<file path="src/rtl/lsu_mo.sv">
// Multi-outstanding load/store unit: issues EX1 memory ops to the MMU and
// retires results in order from a DEPTH-entry completion queue.
package lsu_mo_pkg;
    typedef struct packed {
        logic store;
        logic size_byte;
        logic size_half;
        logic size_word;
        logic load_sign;
    } mem_opcode_t;

    typedef enum logic [2:0] {
        EXCP_NONE   = 3'd0,
        EXCP_ALE    = 3'd1,
        EXCP_D_TLBR = 3'd2,
        EXCP_PIL    = 3'd3,
        EXCP_PIS    = 3'd4,
        EXCP_PPI    = 3'd5,
        EXCP_PME    = 3'd6
    } excp_t;
endpackage

module lsu_mo
    import lsu_mo_pkg::*;
#(
    parameter int DEPTH  = 4,
    parameter bit BYPASS = 1'b1
) (
    input  logic        clk,
    input  logic        resetn,
    input  logic        cancel,
    input  logic        valid,
    input  logic [31:0] addr,
    input  mem_opcode_t opcode,
    input  logic [31:0] st_data,
    output logic        ready,
    output logic        have_excp,
    output excp_t       excp_type,
    output logic        idle,
    output logic        ok,
    output logic [31:0] ld_data,
    input  logic        accept_ok,
    output logic        mmu_req,
    output logic [31:0] mmu_addr,
    output logic        mmu_we,
    output logic [1:0]  mmu_size,
    output logic [3:0]  mmu_wstrb,
    output logic [31:0] mmu_wdata,
    input  logic        mmu_addr_ok,
    input  logic        mmu_data_ok,
    input  logic [31:0] mmu_rdata,
    input  logic        mmu_tlbr,
    input  logic        mmu_pil,
    input  logic        mmu_pis,
    input  logic        mmu_ppi,
    input  logic        mmu_pme
);
    localparam int AW = (DEPTH > 1) ? $clog2(DEPTH) : 1;
    localparam int PW = AW + 1;

    function automatic logic [31:0] fmt_load(input logic [31:0] d, input logic [1:0] lo,
                                             input logic [1:0] size, input logic sgn,
                                             input logic st);
        logic signed [7:0]  b;
        logic signed [15:0] h;
        logic [31:0]        r;
        b = d[{lo, 3'b000} +: 8];
        h = lo[1] ? d[31:16] : d[15:0];
        case (size)
            2'd0:    r = sgn ? {{24{b[7]}}, b} : {24'b0, b};
            2'd1:    r = sgn ? {{16{h[15]}}, h} : {16'b0, h};
            default: r = d;
        endcase
        if (st) r = '0;
        return r;
    endfunction

    logic [PW-1:0] alloc_ptr, fill_ptr, head_ptr, count;
    logic [AW-1:0] alloc_idx, fill_idx, head_idx;
    logic [1:0]    e_lo    [DEPTH];
    logic [1:0]    e_size  [DEPTH];
    logic          e_sign  [DEPTH];
    logic          e_store [DEPTH];
    logic [31:0]   e_data  [DEPTH];
    logic [DEPTH-1:0] e_done, e_killed;

    logic        full, push, fill_en, head_live, head_fill;
    logic        ok_reg, ok_byp, retire;
    logic [31:0] fill_data;

    assign alloc_idx = alloc_ptr[AW-1:0];
    assign fill_idx  = fill_ptr[AW-1:0];
    assign head_idx  = head_ptr[AW-1:0];

    always_comb begin
        have_excp = 1'b0;
        excp_type = EXCP_NONE;
        if (valid) begin
            have_excp = 1'b1;
            if ((opcode.size_half && addr[0]) || (opcode.size_word && addr[1:0] != 2'b00))
                excp_type = EXCP_ALE;
            else if (mmu_tlbr) excp_type = EXCP_D_TLBR;
            else if (mmu_pil)  excp_type = EXCP_PIL;
            else if (mmu_pis)  excp_type = EXCP_PIS;
            else if (mmu_ppi)  excp_type = EXCP_PPI;
            else if (mmu_pme)  excp_type = EXCP_PME;
            else               have_excp = 1'b0;
        end
    end

    assign full      = (count == PW'(DEPTH));
    assign mmu_req   = valid && !have_excp && !cancel && !full;
    assign push      = mmu_req && mmu_addr_ok;
    assign ready     = (!full && (!valid || have_excp || mmu_addr_ok)) || (valid && cancel);
    assign mmu_addr  = addr;
    assign mmu_we    = opcode.store;
    assign mmu_size  = {opcode.size_word, opcode.size_half};
    assign idle      = (count == '0);

    always_comb begin
        mmu_wstrb = 4'b0000;
        mmu_wdata = st_data;
        if (opcode.size_word) begin
            mmu_wstrb = 4'b1111;
        end else if (opcode.size_half) begin
            mmu_wstrb = addr[1] ? 4'b1100 : 4'b0011;
            mmu_wdata = {2{st_data[15:0]}};
        end else if (opcode.size_byte) begin
            mmu_wstrb = 4'b0001 << addr[1:0];
            mmu_wdata = {4{st_data[7:0]}};
        end
    end

    // A data_ok with nothing outstanding (fill caught up with alloc) is dropped.
    assign fill_en   = mmu_data_ok && (fill_ptr != alloc_ptr);
    assign fill_data = fmt_load(mmu_rdata, e_lo[fill_idx], e_size[fill_idx],
                                e_sign[fill_idx], e_store[fill_idx]);
    assign head_live = !idle;
    assign head_fill = fill_en && (fill_ptr == head_ptr);
    assign ok_reg    = head_live && e_done[head_idx] && !e_killed[head_idx] && !cancel;
    assign ok_byp    = BYPASS && head_fill && !e_killed[head_idx] && !cancel;
    assign ok        = ok_reg || ok_byp;
    assign ld_data   = ok_reg ? e_data[head_idx] : (ok_byp ? fill_data : 32'h0);
    assign retire    = (ok && accept_ok) || (head_live && e_done[head_idx] && e_killed[head_idx]);

    always_ff @(posedge clk) begin
        if (!resetn) begin
            alloc_ptr <= '0;
            fill_ptr  <= '0;
            head_ptr  <= '0;
            count     <= '0;
            e_done    <= '0;
            e_killed  <= '0;
        end else begin
            if (push)    alloc_ptr <= alloc_ptr + PW'(1);
            if (fill_en) fill_ptr  <= fill_ptr + PW'(1);
            if (retire)  head_ptr  <= head_ptr + PW'(1);
            count <= count + PW'(push) - PW'(retire);
            for (int i = 0; i < DEPTH; i++) begin
                if (push && alloc_idx == AW'(i)) begin
                    e_done[i]   <= 1'b0;
                    e_killed[i] <= 1'b0;
                end else begin
                    if (fill_en && fill_idx == AW'(i)) e_done[i] <= 1'b1;
                    if (cancel) e_killed[i] <= 1'b1;
                end
            end
        end
    end

    // Payload storage carries no reset; done/killed gate every use of it.
    always_ff @(posedge clk) begin
        if (push) begin
            e_lo[alloc_idx]    <= addr[1:0];
            e_size[alloc_idx]  <= mmu_size;
            e_sign[alloc_idx]  <= opcode.load_sign;
            e_store[alloc_idx] <= opcode.store;
        end
        if (fill_en) e_data[fill_idx] <= fill_data;
    end
endmodule
</file>
<file path="config.mk">
export PLATFORM = sky130hd
export DESIGN_NAME = lsu_mo
export DESIGN_NICKNAME = d
export VERILOG_FILES = /design/src/rtl/lsu_mo.sv
export SDC_FILE = /design/constraint.sdc
export NUM_CORES = 1
export LEC_CHECK = 0
export ABC_AREA = 0
export BUFFER_PORTS_ARGS = -buffer_cell sky130_fd_sc_hd__buf_2
export CORE_MARGIN = 5
export CORE_UTILIZATION = 30
export CTS_CLUSTER_DIAMETER = 30
export DETAILED_ROUTE_END_ITERATION = 16
export GPL_ROUTABILITY_DRIVEN = 0
export GPL_TIMING_DRIVEN = 0
export PLACE_DENSITY = 0.49
export SLEW_MARGIN = 20
export SYNTH_ARGS = -nofsm -noshare
export SYNTH_HDL_FRONTEND = slang
export SYNTH_SLANG_ARGS = --single-unit
</file>
<file path="constraint.sdc">
create_clock -name clk -period 3.51 [get_ports clk]
set_input_delay 0.5265 -clock clk [delete_from_list [all_inputs] [get_ports clk]]
set_output_delay 0.5265 -clock clk [all_outputs]
set_load 0.05 [all_outputs]
</file>
==> results of run 1 <==
==> power breakdown <==
part	leakage [nW]	internal, mW	switching [mW]
Clock	0.296	1.03	0.888
Combinational	2.27	0.151	0.343
Sequential	1.58	2.25	0.00207
Total	4.15	3.43	1.23
==> sequential cells by signal (all words and copies together), names as in the netlist, 4 cells and up, named ones only <==
signal,count
e_data,128
e_size,8
e_sign,4
e_killed,4
e_store,4
e_done,4
e_lo,8
==> synth_stat cells, drive strengths merged, types with 2 or more instances <==
cell	number	share of area [%]
mux4	38	9.8
o22ai	9	0.64
inv	17	0.73
o21ai	63	4.1
xor2	5	0.50
nor3	3	0.17
ha	11	1.6
clkbuf	23	0.99
mux2	26	3.3
o2bb2ai	7	0.70
nor3b	3	0.26
xnor2	7	0.70
and2	11	0.79
mux2i	15	1.9
a21boi	3	0.30
nand2b	5	0.44
a21bo	2	0.23
a32oi	7	0.70
edfxtp	152	52
a22oi	15	1.3
buf	52	4.5
nor4	3	0.39
nand3	9	0.51
dfxtp	24	5.5
o21bai	3	0.26
a21oi	15	0.86
nand2	37	1.6
nor2	42	1.9
o211a	6	0.69
nor2b	14	1.0
==> metal layers <==
metal	up-vias	track usage, %	routed length [microns]
met5	-	0	0
met4	0	4.93	553
met3	35	3.38	1630
met2	276	25.1	12100
met1	3045	20.1	11200
li1	2865	-	-
==> logic make-up after synthesis <==
group,synth area share [%]
AOI/OAI and AO/OA,10.5
xor gates and xnor gates,1.20
adders and majority gates,1.80
buffers and inverters,6.21
DFF,57.6
muxes,15.0
and+or+nand+nor,7.70
==> area by class of cell <==
type                       count  area, sq um  share of cell area, %
antenna                        2         5.00                 0.0450
buffer                        75          489                   4.40
clock buffer                  17          425                   3.83
clock inverter                15          186                   1.68
inverter                      17         63.8                  0.574
multi-input combinational    374         3280                   29.5
sequential                   176         5050                   45.4
tap                          384          480                   4.32
timing repair buffer         200         1140                   10.3
==> critical path, stage by stage, from the launching register on <==
cell	delay, ns
dfxtp_1	0.33
buf_6	0.14
mux4_2	0.62
nor2_2	0.21
mux2i_4	0.32
a41oi_4	0.23
buf_6	0.22
o21ai_2	0.11
buf_2	0.27
==> metrics by stage <==
step / util [%] / instances / worst slack, ns / setup TNS (ns)
2_1_floorplan: - / 642 / 0.404 / 0
3_3_place_gp: 35.4 / 1217 / 0.0871 / 0
3_5_place_dp: 35.8 / 1221 / 0.0269 / 0
4_1_cts: 38.2 / 1257 / 0.00710 / 0
5_1_grt: 38.6 / 1260 / -0.00376 / -0.00376
6_report: 38.6 / 1260 / 0.0932 / 0
==> worst paths after layout <==
path / startpoint / to / slack [ns]
max: flip-flop / ld_data[24] / 0.09
min reg2reg: e_done[3] / e_done[3] / 0.49
min: opcode[0] / e_sign[2] / 0.32
max reg2reg: head_ptr[0] / count[2] / 0.28
==> timing repair <==
action / 4_1_cts / 5_1_grt
gates cloned: 0 / 0
endpoints found under the hold margin: 0 / 0
hold buffers: 0 / 0
pin swaps: 2 / 2
setup endpoints to repair: 32 / 33
resized for setup: 16 / 39
buffers inserted: 4 / 1
==> results by group, run 1 <==
Outcome
  – Outcome: finished clean

Global route
  – First-pass GRT wire length: 38700 microns
  – Largest net degree at the start of global routing: 20
  – Total GRT Usage: 15.2%
  – Initial antenna violation count: 2
  – Vias in the first global route: 6625
  – Total global routing overflow: 0

Timing
  – Slew @ Worst Pin: 0.754 ns
  – Slew Limit Fails: 0
  – # setup viols final: 0
  – Final hold viol count: 0
  – Fin crit period: 3.42 ns
  – Maximum clock frequency: 293 MHz
  – Period utilization: 97.3%
  – Worst hold slack: 0.320 ns
  – Slew margin rel.: 49.6%
  – Clock skew: 0.0136 ns
  – RSZ-0062 raised after global routing: yes

Route
  – ANT nets after route: 0
  – Vias per cell: 4.94
  – WL/cell: 20.3 microns
  – Via count: 6221
  – Post-route DRC: 0
  – Final WL: 25500 microns
  – Initial DRT Pass Iterations: 5
  – Initial DRC count: 367

CTS
  – Max Root-Sink Buffers: 2
  – CTS Sinks: 176
  – CTS clk-pin slew, worst paths: 0.07 ns
  – Root buf cell: clkbuf_16
  – CTS Buf Count: 17
  – Clock latency on the worst-skew pair: 0.43 ns
  – CTS tree: built
  – H-tree levels: 4

Hold path
  – Hold depth: 1
  – Worst hold path type: in2reg

Floorplan
  – Initial Utilization: 30.4%
  – Vert. Die Dim: 181 microns
  – Die Area: 32700 sq um
  – Site Rows: 62
  – Width of the chip: 181 microns
  – IO Count: 224
  – Core area: 28800 sq um

Yosys
  – Post-synthesis sequential area ratio: 57.6%
  – Top FF cell, synth: edfxtp_1
  – Mapped cell area: 8760 sq um
  – #FFs+latches synth: 176
  – Average size of a mapped cell: 13.6 sq um
  – Synth cell types: 57
  – Mapped Nets: 767
  – Post-synth EDFFs: 152
  – Syn Inst Count: 642
  – Async SR Flop Fraction: 0%
  – Syn. warnings: 0

Job
  – Max-cap viol count: 0

Final layout
  – Layout filler cell count: 2809
  – Layout cells sized above 1: 44.3%
  – Most frequent cells in the layout: buf_2 (174), edfxtp_1 (152), buf_4 (55), nor2_1 (38), mux4_2 (38)
  – Design area: 11100 sq um
  – Most common cell after layout, fill and taps aside: buf_2
  – Area Overhead vs Synth: 26.9%
  – Final net count: 986

Worst setup path
  – CP Data Required Time: 2.98 ns
  – Worst Reg-to-Reg Cells: 12
  – Worst setup EP type: primary output
  – Max FO, Critical Path: 10
  – Setup CP Type: reg2out
  – CP arrival: 2.89 ns
  – CP Launch Type: flip-flop

Pwr
  – Total design power: 4.67 mW
  – Pwr dens: 420 nW/um^2
  – Worst vdd ir: 0.297 mV
  – Static leakage: 4.15 nW

Place
  – Final HPWL from detailed placement: 18700 microns
  – Placed instance area: 10300 sq um
  – Port Buf Inserts: 191
(Power assumes the default switching activity.)
==> run 2, diff against run 1 <==
==> constraint.sdc (replaced) <==
create_clock -name clk -period 4 [get_ports clk]
set_input_delay 0.6 -clock clk [delete_from_list [all_inputs] [get_ports clk]]
set_output_delay 0.6 -clock clk [all_outputs]
set_load 0.05 [all_outputs]
==> results by group, run 2 (synthesis gave the netlist of run 1 again) <==
Outcome
  – Outcome: finished clean

CTS
  – CTS Sinks: 176
  – Clock latency on the worst-skew pair: 0.43 ns
  – Root buf cell: clkbuf_16
  – Max Root-Sink Buffers: 2
  – Hold_buf cts: 0
  – CTS resizes: 0
  – H-tree levels: 4
  – CTS clk-pin slew, worst paths: 0.07 ns
  – CTS tree: built
  – Post CTS Setup Buffer Count: 0
  – CTS Buf Count: 17

Pwr
  – Flop pwr share: 48.5%
  – Pwr dens: 374 nW/um^2
  – Sw frac: 26.3%
  – Static leakage: 4.10 nW
  – Cell-internal power: 3.01 mW
  – Worst vdd ir: 0.271 mV
  – Clock Power Share: 41.0%
  – P_sw: 1.07 mW
  – Comb power frac: 10.5%

Final layout
  – Final net count: 981
  – Biggest regs: e_data: 128 flops, e_lo: 8 flops, e_size: 8 flops
  – Most flops, register: e_data
  – Most common cell after layout, fill and taps aside: buf_2
  – Largest register FFs: 128
  – Most frequent cells in the layout: buf_2 (194), edfxtp_1 (152), buf_4 (44), nor2_1 (40), mux4_2 (38)
  – Design area: 10900 sq um
  – Layout cells sized above 1: 41.4%
  – Area Overhead vs Synth: 24.6%

Job
  – Max-cap viol count: 0

Timing
  – Slew Limit Fails: 0
  – # setup viols final: 0
  – Fin crit period: 3.81 ns
  – Maximum clock frequency: 262 MHz
  – Clock skew: 0.0136 ns
  – Slew @ Worst Pin: 0.978 ns
  – Final WS setup: 0.188 ns
  – RSZ-0062 raised after global routing: no
  – Period utilization: 95.3%
  – Final hold viol count: 0
  – Slew margin rel.: 34.8%
  – Final setup TNS: 0 ns

Floorplan
  – Vert. Die Dim: 181 microns
  – Width of the chip: 181 microns
  – Initial Utilization: 30.4%
  – Site Rows: 62
  – Die Area: 32700 sq um
  – Core area: 28800 sq um
  – IO Count: 224

Worst setup path
  – CP Launch Type: flip-flop
  – Max incr delay on CP: 0.62 ns
  – CP Data Required Time: 3.40 ns
  – Max FO, Critical Path: 7
  – Crit path cell chain: mux4_2 > a311o_1 > nor2_2 > nand3_1 > o211ai_1 > buf_2
  – Setup CP Type: reg2out
  – CP arrival: 3.21 ns
  – CP max stage cell: mux4_2
  – Worst setup EP type: primary output

Global route
  – Largest net degree at the start of global routing: 20
  – Initial antenna violation count: 2
  – Total global routing overflow: 0
  – Met1 usage: 20.2%
  – First-pass GRT wire length: 38400 microns
  – Grt peak-use layer: met2
  – Routing usage on met2: 24.8%
  – Vias in the first global route: 6565
  – Met3 Track Usage GR: 3.24%
  – Total GRT Usage: 15.1%

Route
  – Post-route DRC: 0
  – WL/cell: 20.2 microns
  – Vias per cell: 4.90
  – Via count: 6152
  – Initial DRC count: 392
  – Final WL: 25400 microns
  – Initial DRT Pass Iterations: 4
  – ANT nets after route: 0

Place
  – Final HPWL from detailed placement: 18700 microns
  – Pre-CTS setup slack: 0.443 ns
  – Placed instance area: 10300 sq um
  – Port Buf Inserts: 191

Hold path
  – Worst hold path type: in2reg
[run 2: final cells by class]
| cell class | count | area, sq um |
|---|---|---|
| sequential | 176 | 5040 |
| clock inverter | 15 | 186 |
| multi-input combinational | 374 | 3180 |
| timing repair buffer | 195 | 1050 |
| fill | 2830 | 17900 |
| buffer | 75 | 480 |
| clock buffer | 17 | 425 |
| tap | 384 | 480 |
| antenna | 2 | 5.00 |
| inverter | 17 | 63.8 |
[run 2: power by group through the flow]
stage	combinational, mW	sequential [mW]	clock [mW]
global placement	0.429	2.02	0
detailed placement	0.428	2.02	0
CTS	0.429	1.98	1.72
finish	0.428	1.98	1.68
global route	0.452	1.98	1.81
floorplan	0.292	2.02	0
[run 2: critical path, delay by kind of cell, from the launching register on]
kind                   cells  cell delay, ns
AO/OA/AOI/OAI              2            0.83
buffers and inverters      1            0.33
flip-flops                 1            0.48
multiplexers               1            0.62
AND/OR/NAND/NOR            2            0.53
[run 2: final timing paths]
check | start | end | slack (ns) | cells past startpoint
max | head_ptr[1] | ld_data[6] | 0.19 | 6
min | opcode[0] | e_sign[2] | 0.39 | 1
max reg2reg | head_ptr[0] | count[2] | 0.64 | 12
min reg2reg | e_done[3] | e_done[3] | 0.49 | 2
[run 2: layer usage]
layer / vias up / routed length (microns)
li1: 2857 / -
met1: 3013 / 11400
met2: 261 / 12100
met3: 21 / 1490
met4: 0 / 420
met5: - / 0
[run 2: per-stage QoR]
stage                     std cells  hold WS, ns  total power, mW  utilization (%)
after floorplan                 642        0.449             2.31                -
after global placement         1217        0.467             2.45             35.4
after detailed placement       1221        0.473             2.45             35.8
after CTS                      1253        0.374             4.13             37.9
after global routing           1255        0.382             4.24             37.9
final                          1255        0.394             4.08             37.9
==> run 3, diff against run 2 <==
--- a/config.mk
+++ b/config.mk
@@ -9,11 +9,13 @@
 export BUFFER_PORTS_ARGS = -buffer_cell sky130_fd_sc_hd__buf_2
 export CORE_MARGIN = 5
 export CORE_UTILIZATION = 30
+export CTS_BUF_LIST = sky130_fd_sc_hd__clkbuf_4 sky130_fd_sc_hd__clkbuf_8
 export CTS_CLUSTER_DIAMETER = 30
 export DETAILED_ROUTE_END_ITERATION = 16
 export GPL_ROUTABILITY_DRIVEN = 0
 export GPL_TIMING_DRIVEN = 0
 export PLACE_DENSITY = 0.49
+export SETUP_SLACK_MARGIN = 0.3
 export SLEW_MARGIN = 20
 export SYNTH_ARGS = -nofsm -noshare
 export SYNTH_HDL_FRONTEND = slang
==> results by group, run 3 (synthesis gave the netlist of run 1 again) <==
Route
  – Initial DRC count: 380
  – Vias per cell: 4.92
  – Post-route DRC: 0
  – WL/cell: 20.1 microns
  – Initial DRT Pass Iterations: 6
  – Via count: 6209
  – Final WL: 25300 microns
  – ANT nets after route: 0

Timing
  – Final setup TNS: 0 ns
  – Fin crit period: 3.57 ns
  – Final hold viol count: 0
  – Worst hold slack: 0.358 ns
  – Slew @ Worst Pin: 0.747 ns
  – Final WS setup: 0.429 ns
  – Slew Limit Fails: 0
  – RSZ-0062 raised after global routing: yes
  – Period utilization: 89.3%
  – # setup viols final: 0
  – Clock skew: 0.0204 ns
  – Slew margin rel.: 50.1%
  – Maximum clock frequency: 280 MHz

Floorplan
  – Width of the chip: 181 microns
  – Die Area: 32700 sq um
  – IO Count: 224
  – Initial Utilization: 30.4%
  – Vert. Die Dim: 181 microns
  – Site Rows: 62
  – Core area: 28800 sq um

Place
  – Final HPWL from detailed placement: 18700 microns
  – Placed instance area: 10300 sq um
  – Port Buf Inserts: 191
  – Dpl cells: 1221
  – Pre-CTS setup slack: 0.443 ns

CTS
  – CTS clk-pin slew, worst paths: 0.10 ns
  – CTS tree: built
  – Root buf cell: clkbuf_8
  – CTS Buf Count: 17
  – Clock latency on the worst-skew pair: 0.47 ns
  – CTS Sinks: 176
  – Hold_buf cts: 0
  – Max Root-Sink Buffers: 2
  – H-tree levels: 4

Hold path
  – Worst hold path type: in2reg
  – Worst hold start: opcode[0]

Job
  – Max-cap viol count: 0

Final layout
  – Design area: 10900 sq um
  – Final net count: 988
  – Layout cells sized above 1: 43.3%
  – Most common cell after layout, fill and taps aside: buf_2
  – Final core occ: 37.7%
  – Non-Filler Instances: 1262
  – Area Overhead vs Synth: 24.0%
  – Most frequent cells in the layout: buf_2 (184), edfxtp_1 (152), buf_4 (58), nor2_1 (38), mux4_2 (38)
  – Most flops, register: e_data
  – Biggest regs: e_data: 128 flops, e_lo: 8 flops, e_size: 8 flops
  – Largest register FFs: 128

Worst setup path
  – Max incr delay on CP: 0.63 ns
  – CP max stage cell: mux4_2
  – CP arrival: 2.97 ns
  – Worst setup EP type: primary output
  – CP Launch Type: flip-flop
  – Crit path cell chain: buf_6 > mux4_2 > mux2i_2 > mux2i_4 > a41oi_4 > buf_6 > o21ai_2 > buf_4
  – Setup CP Type: reg2out
  – Reg-to-Reg Start: head_ptr[0]
  – Max FO, Critical Path: 10
  – CP Data Required Time: 3.40 ns
  – CP most frequent cell: buf_6

Global route
  – Initial antenna violation count: 2
  – Largest net degree at the start of global routing: 20
  – Total global routing overflow: 0
  – Total GRT Usage: 15.1%
  – First-pass GRT wire length: 38200 microns
  – Vias in the first global route: 6551

Pwr
  – Total design power: 3.67 mW
  – Static leakage: 4.06 nW
  – Worst vdd ir: 0.174 mV
  – Pwr dens: 338 nW/um^2

Outcome
  – Outcome: finished clean
==> run 3: cell count changes in the layout (fill, tap and decap cells not counted), sizes merged <==
cell / delta
clkdlybuf4s15: +1
buf: +4
clkbuf: +2
==> run 3: final cells by class <==
type / count / area (sq um)
buffer: 75 / 490
inverter: 17 / 63.8
clock inverter: 15 / 186
fill: 2834 / 17900
clock buffer: 17 / 234
timing repair buffer: 202 / 1130
antenna: 2 / 5.00
multi-input combinational: 374 / 3230
sequential: 176 / 5050
tap: 384 / 480
==> run 3: report_power, final <==
group | switching (mW) | total, mW | internal [mW]
sequential | 0.00181 | 1.98 | 1.98
clock | 0.726 | 1.26 | 0.534
combinational | 0.299 | 0.431 | 0.132
total | 1.03 | 3.67 | 2.64
==> run 3: what timing repair did <==
action,CTS,global route
gates resized for setup,11,20
gates cloned,0,0
setup buffers,1,6
setup endpoints to repair,31,32
pin swaps,1,1
==> run 3: routing by layer <==
layer  global-route usage, %  up-vias  wire, microns  share of wire (%)
met5                       0        -              0                  0
met4                    4.54        0            465                1.8
met3                    3.48       24           1670                6.6
met2                    24.8      283          12100                 48
met1                    20.0     3037          11100                 44
li1                        -     2865              -                  -
==> run 3: path summary, 6_finish.rpt <==
kind	end	slack, ns	cells past startpoint
worst max-delay path	ld_data[23]	0.43	8
worst min-delay path	e_sign[2]	0.36	1
worst max register to register	count[2]	0.63	12
worst min register to register	e_done[3]	0.50	2
==> run 3: critical path: cells and delay by family, from the launching register on <==
family / cells / cell delay, ns
compound gates: 2 / 0.49
buf+inv: 3 / 0.60
flops: 1 / 0.34
mux: 3 / 1.08
